### config.mk
export PLATFORM = sky130hd
export DESIGN_NAME = change_dispense_ctrl_flat
export DESIGN_NICKNAME = d
export VERILOG_FILES = /design/src/rtl/change_dispense_ctrl_if.sv /design/src/rtl/change_dispense_ctrl.sv /design/src/flat_wrapper.sv
export SDC_FILE = /design/constraint.sdc
export NUM_CORES = 1
export LEC_CHECK = 0
export CORE_UTILIZATION = 50
export CTS_BUF_LIST = sky130_fd_sc_hd__clkbuf_8
export DETAILED_ROUTE_END_ITERATION = 7
export GPL_TIMING_DRIVEN = 0
export PLACE_DENSITY = 0.76
export SYNTH_ARGS = -nofsm -noshare
export SYNTH_HDL_FRONTEND = slang
export SYNTH_SLANG_ARGS = --single-unit
export TNS_END_PERCENT = 30
### constraint.sdc
create_clock -name sys_clk -period 2.55 [get_ports sys_clk]
set_input_delay 0.51 -clock sys_clk [delete_from_list [all_inputs] [get_ports sys_clk]]
set_output_delay 0.51 -clock sys_clk [all_outputs]
set_load 0.1 [all_outputs]
### src/rtl/change_dispense_ctrl_if.sv
// Bus between the transaction FSM / dispenser actuator and change_dispense_ctrl.
// slave = controller side, master = FSM/actuator/bench side.
interface change_dispense_ctrl_if;
  localparam int unsigned AMT_W = 8;
  localparam int unsigned DEN_W = 5;

  logic             start;
  logic [AMT_W-1:0] change_amount;
  logic [DEN_W-1:0] stock_ok;
  logic             abort;
  logic             dispense_ack;
  logic             dispense_req;
  logic [DEN_W-1:0] dispense_denom;
  logic [AMT_W-1:0] remaining;
  logic [AMT_W-1:0] units_out;
  logic             busy;
  logic             done;
  logic             error;

  modport slave (
    input  start, change_amount, stock_ok, abort, dispense_ack,
    output dispense_req, dispense_denom, remaining, units_out, busy, done, error
  );

  modport master (
    output start, change_amount, stock_ok, abort, dispense_ack,
    input  dispense_req, dispense_denom, remaining, units_out, busy, done, error
  );
endinterface

### src/rtl/change_dispense_ctrl.sv
// Greedy change payout (50/20/10/5/1) with a four-phase req/ack handshake to
// the note/coin actuator, one unit at a time; faults on empty stock or ack timeout.
module change_dispense_ctrl #(
  parameter int unsigned ACK_TIMEOUT = 1000,
  parameter int unsigned TO_W        = 10
) (
  input logic                   sys_clk,
  input logic                   sys_rst,
  change_dispense_ctrl_if.slave bus
);
  localparam int unsigned AMT_W = 8;
  localparam int unsigned DEN_W = 5;

  typedef enum logic [2:0] {
    S_IDLE, S_SELECT, S_REQ, S_RELEASE, S_DONE, S_FAULT
  } state_t;

  state_t           state_q, state_nxt;
  logic [AMT_W-1:0] rem_q, rem_nxt;
  logic [AMT_W-1:0] units_q, units_nxt;
  logic [DEN_W-1:0] denom_q, denom_nxt;
  logic [TO_W-1:0]  cnt_q, cnt_nxt;
  logic             req_q, busy_q, done_q, error_q;

  // Value of the one-hot denomination currently latched.
  function automatic logic [AMT_W-1:0] denom_value(input logic [DEN_W-1:0] d);
    case (d)
      5'b10000: denom_value = AMT_W'(50);
      5'b01000: denom_value = AMT_W'(20);
      5'b00100: denom_value = AMT_W'(10);
      5'b00010: denom_value = AMT_W'(5);
      5'b00001: denom_value = AMT_W'(1);
      default:  denom_value = '0;
    endcase
  endfunction

  always_ff @(posedge sys_clk) begin
    if (sys_rst) begin
      state_q <= S_IDLE;
      rem_q   <= '0;
      units_q <= '0;
      denom_q <= '0;
      cnt_q   <= '0;
      req_q   <= 1'b0;
      busy_q  <= 1'b0;
      done_q  <= 1'b0;
      error_q <= 1'b0;
    end else begin
      state_q <= state_nxt;
      rem_q   <= rem_nxt;
      units_q <= units_nxt;
      denom_q <= denom_nxt;
      cnt_q   <= cnt_nxt;
      req_q   <= (state_nxt == S_REQ);
      busy_q  <= (state_nxt != S_IDLE);
      done_q  <= (state_nxt == S_DONE);
      error_q <= (state_nxt == S_FAULT);
    end
  end

  // Next state and datapath; abort preempts everything outside IDLE.
  always_comb begin
    state_nxt = state_q;
    rem_nxt   = rem_q;
    units_nxt = units_q;
    denom_nxt = denom_q;
    cnt_nxt   = cnt_q;

    if (state_q != S_IDLE && bus.abort) begin
      state_nxt = S_IDLE;
    end else begin
      case (state_q)
        S_IDLE: begin
          if (bus.start) begin
            rem_nxt   = bus.change_amount;
            units_nxt = '0;
            state_nxt = (bus.change_amount == '0) ? S_DONE : S_SELECT;
          end
        end
        S_SELECT: begin
          cnt_nxt   = '0;
          state_nxt = S_REQ;
          if      (bus.stock_ok[4] && rem_q >= AMT_W'(50)) denom_nxt = 5'b10000;
          else if (bus.stock_ok[3] && rem_q >= AMT_W'(20)) denom_nxt = 5'b01000;
          else if (bus.stock_ok[2] && rem_q >= AMT_W'(10)) denom_nxt = 5'b00100;
          else if (bus.stock_ok[1] && rem_q >= AMT_W'(5))  denom_nxt = 5'b00010;
          else if (bus.stock_ok[0] && rem_q >= AMT_W'(1))  denom_nxt = 5'b00001;
          else begin
            cnt_nxt   = cnt_q;
            state_nxt = S_FAULT;
          end
        end
        S_REQ: begin
          if (bus.dispense_ack) begin
            rem_nxt   = rem_q - denom_value(denom_q);
            units_nxt = (units_q == '1) ? units_q : units_q + AMT_W'(1);
            state_nxt = S_RELEASE;
          end else if (cnt_q == TO_W'(ACK_TIMEOUT - 1)) begin
            state_nxt = S_FAULT;
          end else begin
            cnt_nxt = cnt_q + TO_W'(1);
          end
        end
        S_RELEASE: begin
          if (!bus.dispense_ack) state_nxt = (rem_q == '0) ? S_DONE : S_SELECT;
        end
        S_DONE:  state_nxt = S_IDLE;
        S_FAULT: state_nxt = S_FAULT;
        default: state_nxt = S_IDLE;
      endcase
    end
  end

  assign bus.dispense_req   = req_q;
  assign bus.dispense_denom = denom_q;
  assign bus.remaining      = rem_q;
  assign bus.units_out      = units_q;
  assign bus.busy           = busy_q;
  assign bus.done           = done_q;
  assign bus.error          = error_q;
endmodule

### src/flat_wrapper.sv
// flat-port wrapper written by rule: the top's interface ports become plain ports
module change_dispense_ctrl_flat 
#(
  parameter int unsigned ACK_TIMEOUT = 1000,
  parameter int unsigned TO_W        = 10
)
  (sys_clk, sys_rst, bus_start, bus_change_amount, bus_stock_ok, bus_abort, bus_dispense_ack, bus_dispense_req, bus_dispense_denom, bus_remaining, bus_units_out, bus_busy, bus_done, bus_error);
  change_dispense_ctrl_if bus_i ();
  input logic sys_clk;
  input logic sys_rst;
  input wire logic [$bits(bus_i.start)-1:0] bus_start;
  input wire logic [$bits(bus_i.change_amount)-1:0] bus_change_amount;
  input wire logic [$bits(bus_i.stock_ok)-1:0] bus_stock_ok;
  input wire logic [$bits(bus_i.abort)-1:0] bus_abort;
  input wire logic [$bits(bus_i.dispense_ack)-1:0] bus_dispense_ack;
  output wire logic [$bits(bus_i.dispense_req)-1:0] bus_dispense_req;
  output wire logic [$bits(bus_i.dispense_denom)-1:0] bus_dispense_denom;
  output wire logic [$bits(bus_i.remaining)-1:0] bus_remaining;
  output wire logic [$bits(bus_i.units_out)-1:0] bus_units_out;
  output wire logic [$bits(bus_i.busy)-1:0] bus_busy;
  output wire logic [$bits(bus_i.done)-1:0] bus_done;
  output wire logic [$bits(bus_i.error)-1:0] bus_error;
  assign bus_i.start = bus_start;
  assign bus_i.change_amount = bus_change_amount;
  assign bus_i.stock_ok = bus_stock_ok;
  assign bus_i.abort = bus_abort;
  assign bus_i.dispense_ack = bus_dispense_ack;
  assign bus_dispense_req = bus_i.dispense_req;
  assign bus_dispense_denom = bus_i.dispense_denom;
  assign bus_remaining = bus_i.remaining;
  assign bus_units_out = bus_i.units_out;
  assign bus_busy = bus_i.busy;
  assign bus_done = bus_i.done;
  assign bus_error = bus_i.error;
  change_dispense_ctrl #(.ACK_TIMEOUT(ACK_TIMEOUT), .TO_W(TO_W)) u_core (.sys_clk(sys_clk), .sys_rst(sys_rst), .bus(bus_i));
endmodule
== Word-level counts from Yosys, hierarchy flattened ==
Index checks and enable logic that the tools add are counted.

* Flip-flop bits (word level): 38
* Latch bits: 0
* Bits in writable memories: 0
* Memory bits (read-only): 0
* Input bits: 18
* Output and inout bits: 25
* Logic and storage cells: 93
* Memories: 0

* Add/sub/neg operators: 3
* Multipliers: 0
* Div/mod/pow operators: 0
* Order comparisons: 5
* Equality and inequality tests: 20
* Shift operators: 0
* Multiplexer cells: 37
* Bitwise logic cells: 1
* Reduce and logical (&&, ||, !) cells: 18

{| class="wikitable"
|+ Operators with widths
! operator !! count
|-
| $mux 10 || 7
|-
| $mux 8 || 8
|-
| $mux 3 || 12
|-
| $pmux 8 s2 || 2
|-
| $pmux 6 s5 || 1
|-
| $mux 5 || 5
|-
| $pmux 10 s2 || 1
|-
| $logic_not 8->1 || 2
|-
| $pmux 3 s5 || 1
|-
| $add 10x1->10 const B || 1
|-
| $eq 10x10->1 const B || 1
|-
| $ne 2x2->1 const B || 5
|-
| $reduce_and 5->1 || 2
|-
| $eq 3x2->1 const B || 3
|-
| $eq 3x3->1 const B || 3
|-
| $add 8x1->8 const B || 1
|-
| $eq 8x8->1 const B || 1
|-
| $ge 8x1->1 const B || 1
|-
| $ge 8x3->1 const B || 1
|-
| $ge 8x4->1 const B || 1
|-
| $ge 8x5->1 const B || 1
|-
| $ge 8x6->1 const B || 1
|-
| $sub 8x8->8 || 1
|-
| $logic_and 1x1->1 || 6
|-
| 14 further kinds || 16
|}

== Logic depth before layout (Yosys ltp) ==
* Word-level depth: 10
* Depth in mapped cells: 11
* Gate-level depth less buffers: 11

== Worst setup path before layout ==
Ideal clock, no wire load.

* Kind: reg-to-reg
* Start point: register u_core.denom_q[1] (netlist: u_core.bus.dispense_denom[1])
* End point: register u_core.rem_q[6] (netlist: u_core.bus.remaining[6])
* Library setup time: 63 ps
* Data arrival time: 2980 ps
* Required time: 2487 ps
* Setup slack: -493 ps
* Cell stages (with the launch flop): 10
* Buffers on the path: 0
* Clock period less this slack: 3043 ps
* Cell sequence: dfxtp_1 > xnor2_1 > or4_1 > ha_1 > nor2b_1 > o21ai_0 > a21boi_0 > o21a_1 > or4_1 > nand3_1

* Cells in the longest elaborated chain, start to end: 8
* Elaborated cells on any way between the ends: 12

{| class="wikitable"
|+ Ends and longest elaborated chain
! item !! line !! text
|-
| from (decl) || change_dispense_ctrl.sv:21 || <nowiki>logic [DEN_W-1:0] denom_q, denom_nxt;</nowiki>
|-
| from (signal assigned) || change_dispense_ctrl.sv:52 || <nowiki>denom_q <= denom_nxt;</nowiki>
|-
| $eq 5x1->1 (tied with other cells) || change_dispense_ctrl.sv:27 || <nowiki>case (d)</nowiki>
|-
| $pmux 6 s5 * || change_dispense_ctrl.sv:27 ||
|-
| $mux 8 * || change_dispense_ctrl.sv:94 || <nowiki>if (bus.dispense_ack) begin</nowiki>
|-
| $mux 8 * || change_dispense_ctrl.sv:72 || <nowiki>case (state_q)</nowiki>
|-
| $mux 8 * || change_dispense_ctrl.sv:69 || <nowiki>if (state_q != S_IDLE && bus.abort) begin</nowiki>
|-
| $sub 8x8->8 * || change_dispense_ctrl.sv:95 || <nowiki>rem_nxt = rem_q - denom_value(denom_q);</nowiki>
|-
| $mux 8 * || change_dispense_ctrl.sv:94 ||
|-
| $pmux 8 s2 * || change_dispense_ctrl.sv:72 ||
|-
| to (signal assigned) || change_dispense_ctrl.sv:50 || <nowiki>rem_q <= rem_nxt;</nowiki>
|-
| to (decl) || change_dispense_ctrl.sv:19 || <nowiki>logic [AMT_W-1:0] rem_q, rem_nxt;</nowiki>
|}

Every way passes the cells marked *; elsewhere a longest branch is shown, timed or not. The select of a mux whose other input is x is not followed.
A chain may end at the register's enable or synchronous reset.

== Final worst setup path ==
Same ends and word-level chain as after synthesis.

==> impl_metrics.yaml <==
floorplanning:
  dieWidth_um: 72.20
  core_area_um2: 4723
  floorplan.initialDensity_pct: 52.16
  io-pin-count: 43
  fp-row-count: 25
  die-height_um: 72.20
  dieArea_um2: 5212
drt:
  drtAntennaViolNets: 0
  remaining_drc_errors: 0
  drt_pre_antenna_iters: 4
  initial_drc_count: 118
  vias_per_cell: 5.808
  totalWireLength_um: 5967
  routed-via-count: 2364
  route.detailed.wl_per_inst_um: 14.66
worst_setup_path:
  timing.critical_path.to_type: "flip-flop"
  cp_data_arrival_time_ns: 2.71
  reg2reg_slack_ns: 0.06
  critical_path.max_fanout: 6
  timing_worst_setup_path_type: "reg -> reg"
  timing.critical_path.from_type: "flip-flop"
  timing.critical_path.required_ns: 2.78
synthesis:
  synthMostInstantiatedCell: "sky130_fd_sc_hd__dfxtp_1"
  netlist_top_cells_area: "sky130_fd_sc_hd__dfxtp_1 (31%), sky130_fd_sc_hd__ha_1 (4.1%), sky130_fd_sc_hd__nor2_1 (4.0%)"
  ys_ff_latch: 38
  number_of_enable_type_register_cells_in_the_synthesized_netlist: 0
  synthesis.nets: 317
  synth_warnings: 0
  yosys.area.top_type_share_pct: 30.88
  postSynthAreaPerCell_um2: 8.495
  netlist_cell_types: 63
  postSynthCellCount: 290
  post_synth_instance_area_um2: 2464
  synth_async_sr_flop_share_pct: 0
  synth.top_cells.by_count: "sky130_fd_sc_hd__dfxtp_1 (38), sky130_fd_sc_hd__nor2_1 (26), sky130_fd_sc_hd__nand2_1 (23)"
  synth_sequential_area_ratio_pct: 30.88
  ys.flop_type: "sky130_fd_sc_hd__dfxtp_1"
  post_synthesis_cell_type_with_the_largest_combined_area: "sky130_fd_sc_hd__dfxtp_1"
layout:
  utilization_pct: 65.48
  fraction_of_layout_instances_using_a_drive_strength_above_1_pct: 15.59
  num-fill-cells: 420
  final_area_um2: 3093
  area_delta_synth_final_pct: 25.55
  fin_nets: 366
  diode_insertion_count_for_antenna_repair: 0
  instances_no_fill: 407
global_routing:
  grt.total_usage_pct: 23.99
  first_global_vias: 2218
  grt_antenna_before_repair: 0
  grt-ovfl-total: 0
  grt_pass1_wl_um: 9832
  grt_start_max_net_pins: 13
cts:
  cts.sinks: 38
  clk_root_buffer_cell: "sky130_fd_sc_hd__clkbuf_8"
  post_cts_buffers: 0
  cts_hold_buffers: 0
  insertion_delay_ns: 0.29
  clk_pin_slew_worst_paths_ns: 0.08
  clk_path_buf_depth: 2
  tritoncts_clock_tree: "done"
  cts_buffers: 5
  ctsHtreeMaxLevel: 2
placed_design:
  postPlaceCellArea_um2: 2989
  port_buffers: 42
  routabilityCongestion: 0.8047
  post_placement_setup_slack_ns: -0.1827
  post-place-cells: 399
  hpwl_um: 4445
sta:
  fmax_mhz: 402.4
  post-route-min-period_ns: 2.485
  slew_violations: 0
  hold-worst-slack_ns: 0.4953
  worst_slew_margin_relative_to_its_limit_pct: 34.75
  totalNegativeSetupSlack_ns: 0
  worstMarginPinSlew_ns: 0.9756
  fin_ws_ns: 0.06486
  finClkSkew_ns: 0.003967
  grt_setup_unrepaired: "true"
  finalSetupViolations: 0
  final_hold_viol_count: 0
  period_share_pct: 97.46
power:
  net-switching-power_mw: 1.290
  power.leakage_nw: 1.087
  power.share.clock_pct: 16.0
  power_density_nw_per_um2: 869.7
  p_seq_share_pct: 28.6
  combinationalPowerShare_pct: 55.4
  vdd_drop_max_mv: 0.6911
  design_power_total_mw: 2.690
  swShare_pct: 47.96
  power.internal_mw: 1.400
status:
  run_status: "finished clean"
run:
  max_cap_viol_count: 0
worst_hold_path:
  hold_path_class: "reg -> reg"
==> critical path, cell delays in order, from the launching register on <==
cell and delay (ns):
sky130_fd_sc_hd__dfxtp_4 0.37, sky130_fd_sc_hd__xnor2_1 0.12, sky130_fd_sc_hd__or4_1 0.44, sky130_fd_sc_hd__ha_1 0.33
sky130_fd_sc_hd__nor2b_1 0.16, sky130_fd_sc_hd__o21ai_1 0.17, sky130_fd_sc_hd__a21boi_1 0.11, sky130_fd_sc_hd__o21a_1 0.18
sky130_fd_sc_hd__or4_1 0.47, sky130_fd_sc_hd__nand3_1 0.09
==> timing repair <==
| item | CTS | global route |
|---|---|---|
| gates cloned | 0 | 0 |
| setup endpoints to repair | 1 | 11 |
| resized for setup | 1 | 4 |
| pin swaps | 0 | 0 |
==> final cells by class <==
class | instances | area, um^2 | share of cell area (%)
Buffer | 12 | 126.4 | 4.086
Clock buffer | 6 | 82.58 | 2.670
Clock inverter | 2 | 12.51 | 0.4045
Multi-Input combinational cell | 229 | 1541 | 49.84
Tap cell | 67 | 83.83 | 2.710
Timing Repair Buffer | 42 | 422.9 | 13.67
Inverter | 11 | 41.29 | 1.335
Sequential cell | 38 | 782.0 | 25.28
==> layout by cell type (no fill, tap or decap), types with 6 or more instances in the layout <==
master,synthesis,layout
sky130_fd_sc_hd__inv_1,11,11
sky130_fd_sc_hd__and3_1,6,6
sky130_fd_sc_hd__o21ai_0,13,11
sky130_fd_sc_hd__or4_1,7,7
sky130_fd_sc_hd__nand4_1,7,7
sky130_fd_sc_hd__clkbuf_8,5,11
sky130_fd_sc_hd__nor2_1,26,26
sky130_fd_sc_hd__nor3_1,9,9
sky130_fd_sc_hd__ha_1,8,8
sky130_fd_sc_hd__a21oi_2,6,6
sky130_fd_sc_hd__clkdlybuf4s50_1,0,41
sky130_fd_sc_hd__a21oi_1,17,17
sky130_fd_sc_hd__dfxtp_2,0,11
sky130_fd_sc_hd__nand2_1,23,23
sky130_fd_sc_hd__dfxtp_1,38,25
sky130_fd_sc_hd__nand3_1,11,11
==> path summary, 6_finish.rpt <==
kind / to / start / cells past startpoint
max reg2reg: u_core.bus.remaining[6] / u_core.bus.dispense_denom[1] / 9
min reg2reg: u_core.cnt_q[1] / u_core.cnt_q[1] / 2
min: u_core.cnt_q[1] / u_core.cnt_q[1] / 2
max: u_core.bus.remaining[6] / u_core.bus.dispense_denom[1] / 9
==> power by group through the flow <==
stage	Sequential, mW	Combinational [mW]	Clock (mW)
2_1_floorplan	1.16	0.763	0
3_3_place_gp	0.775	1.45	0
3_5_place_dp	0.778	1.47	0
4_1_cts	0.764	1.48	0.447
5_1_grt	0.783	1.61	0.471
6_report	0.768	1.49	0.431
==> cells by family (layout without fill, tap and decap cells) <==
kind of cell             after synthesis  in the layout  synth area share (%)
multiplexers                           5              5                 2.032
adder cells (fa/ha/maj)                9              9                 4.876
XOR/XNOR                               9              9                 3.199
AO/OA/AOI/OAI                         77             77                 22.96
AND/OR/NAND/NOR                      129            129                 29.25
buffers and inverters                 23             73                 6.805
flip-flops                            38             38                 30.88
==> sequential cells by signal (all words and copies together), names as in the netlist <==
signal / count
u_core.bus.dispense_denom: 5
u_core.bus.done: 1
u_core.bus.units_out: 8
u_core.bus.busy: 1
u_core.cnt_q: 10
u_core.state_q: 3
u_core.bus.error: 1
u_core.bus.dispense_req: 1
u_core.bus.remaining: 8
==> routing by layer <==
metal	up-vias	global-route usage (%)	share of wire (%)
li1	1177	-	-
met1	1114	30.15	46
met2	60	39.98	48
met3	13	5.139	4.1
met4	0	9.586	1.7
met5	-	0	0
No activity file was read; power rests on OpenSTA's default activity.
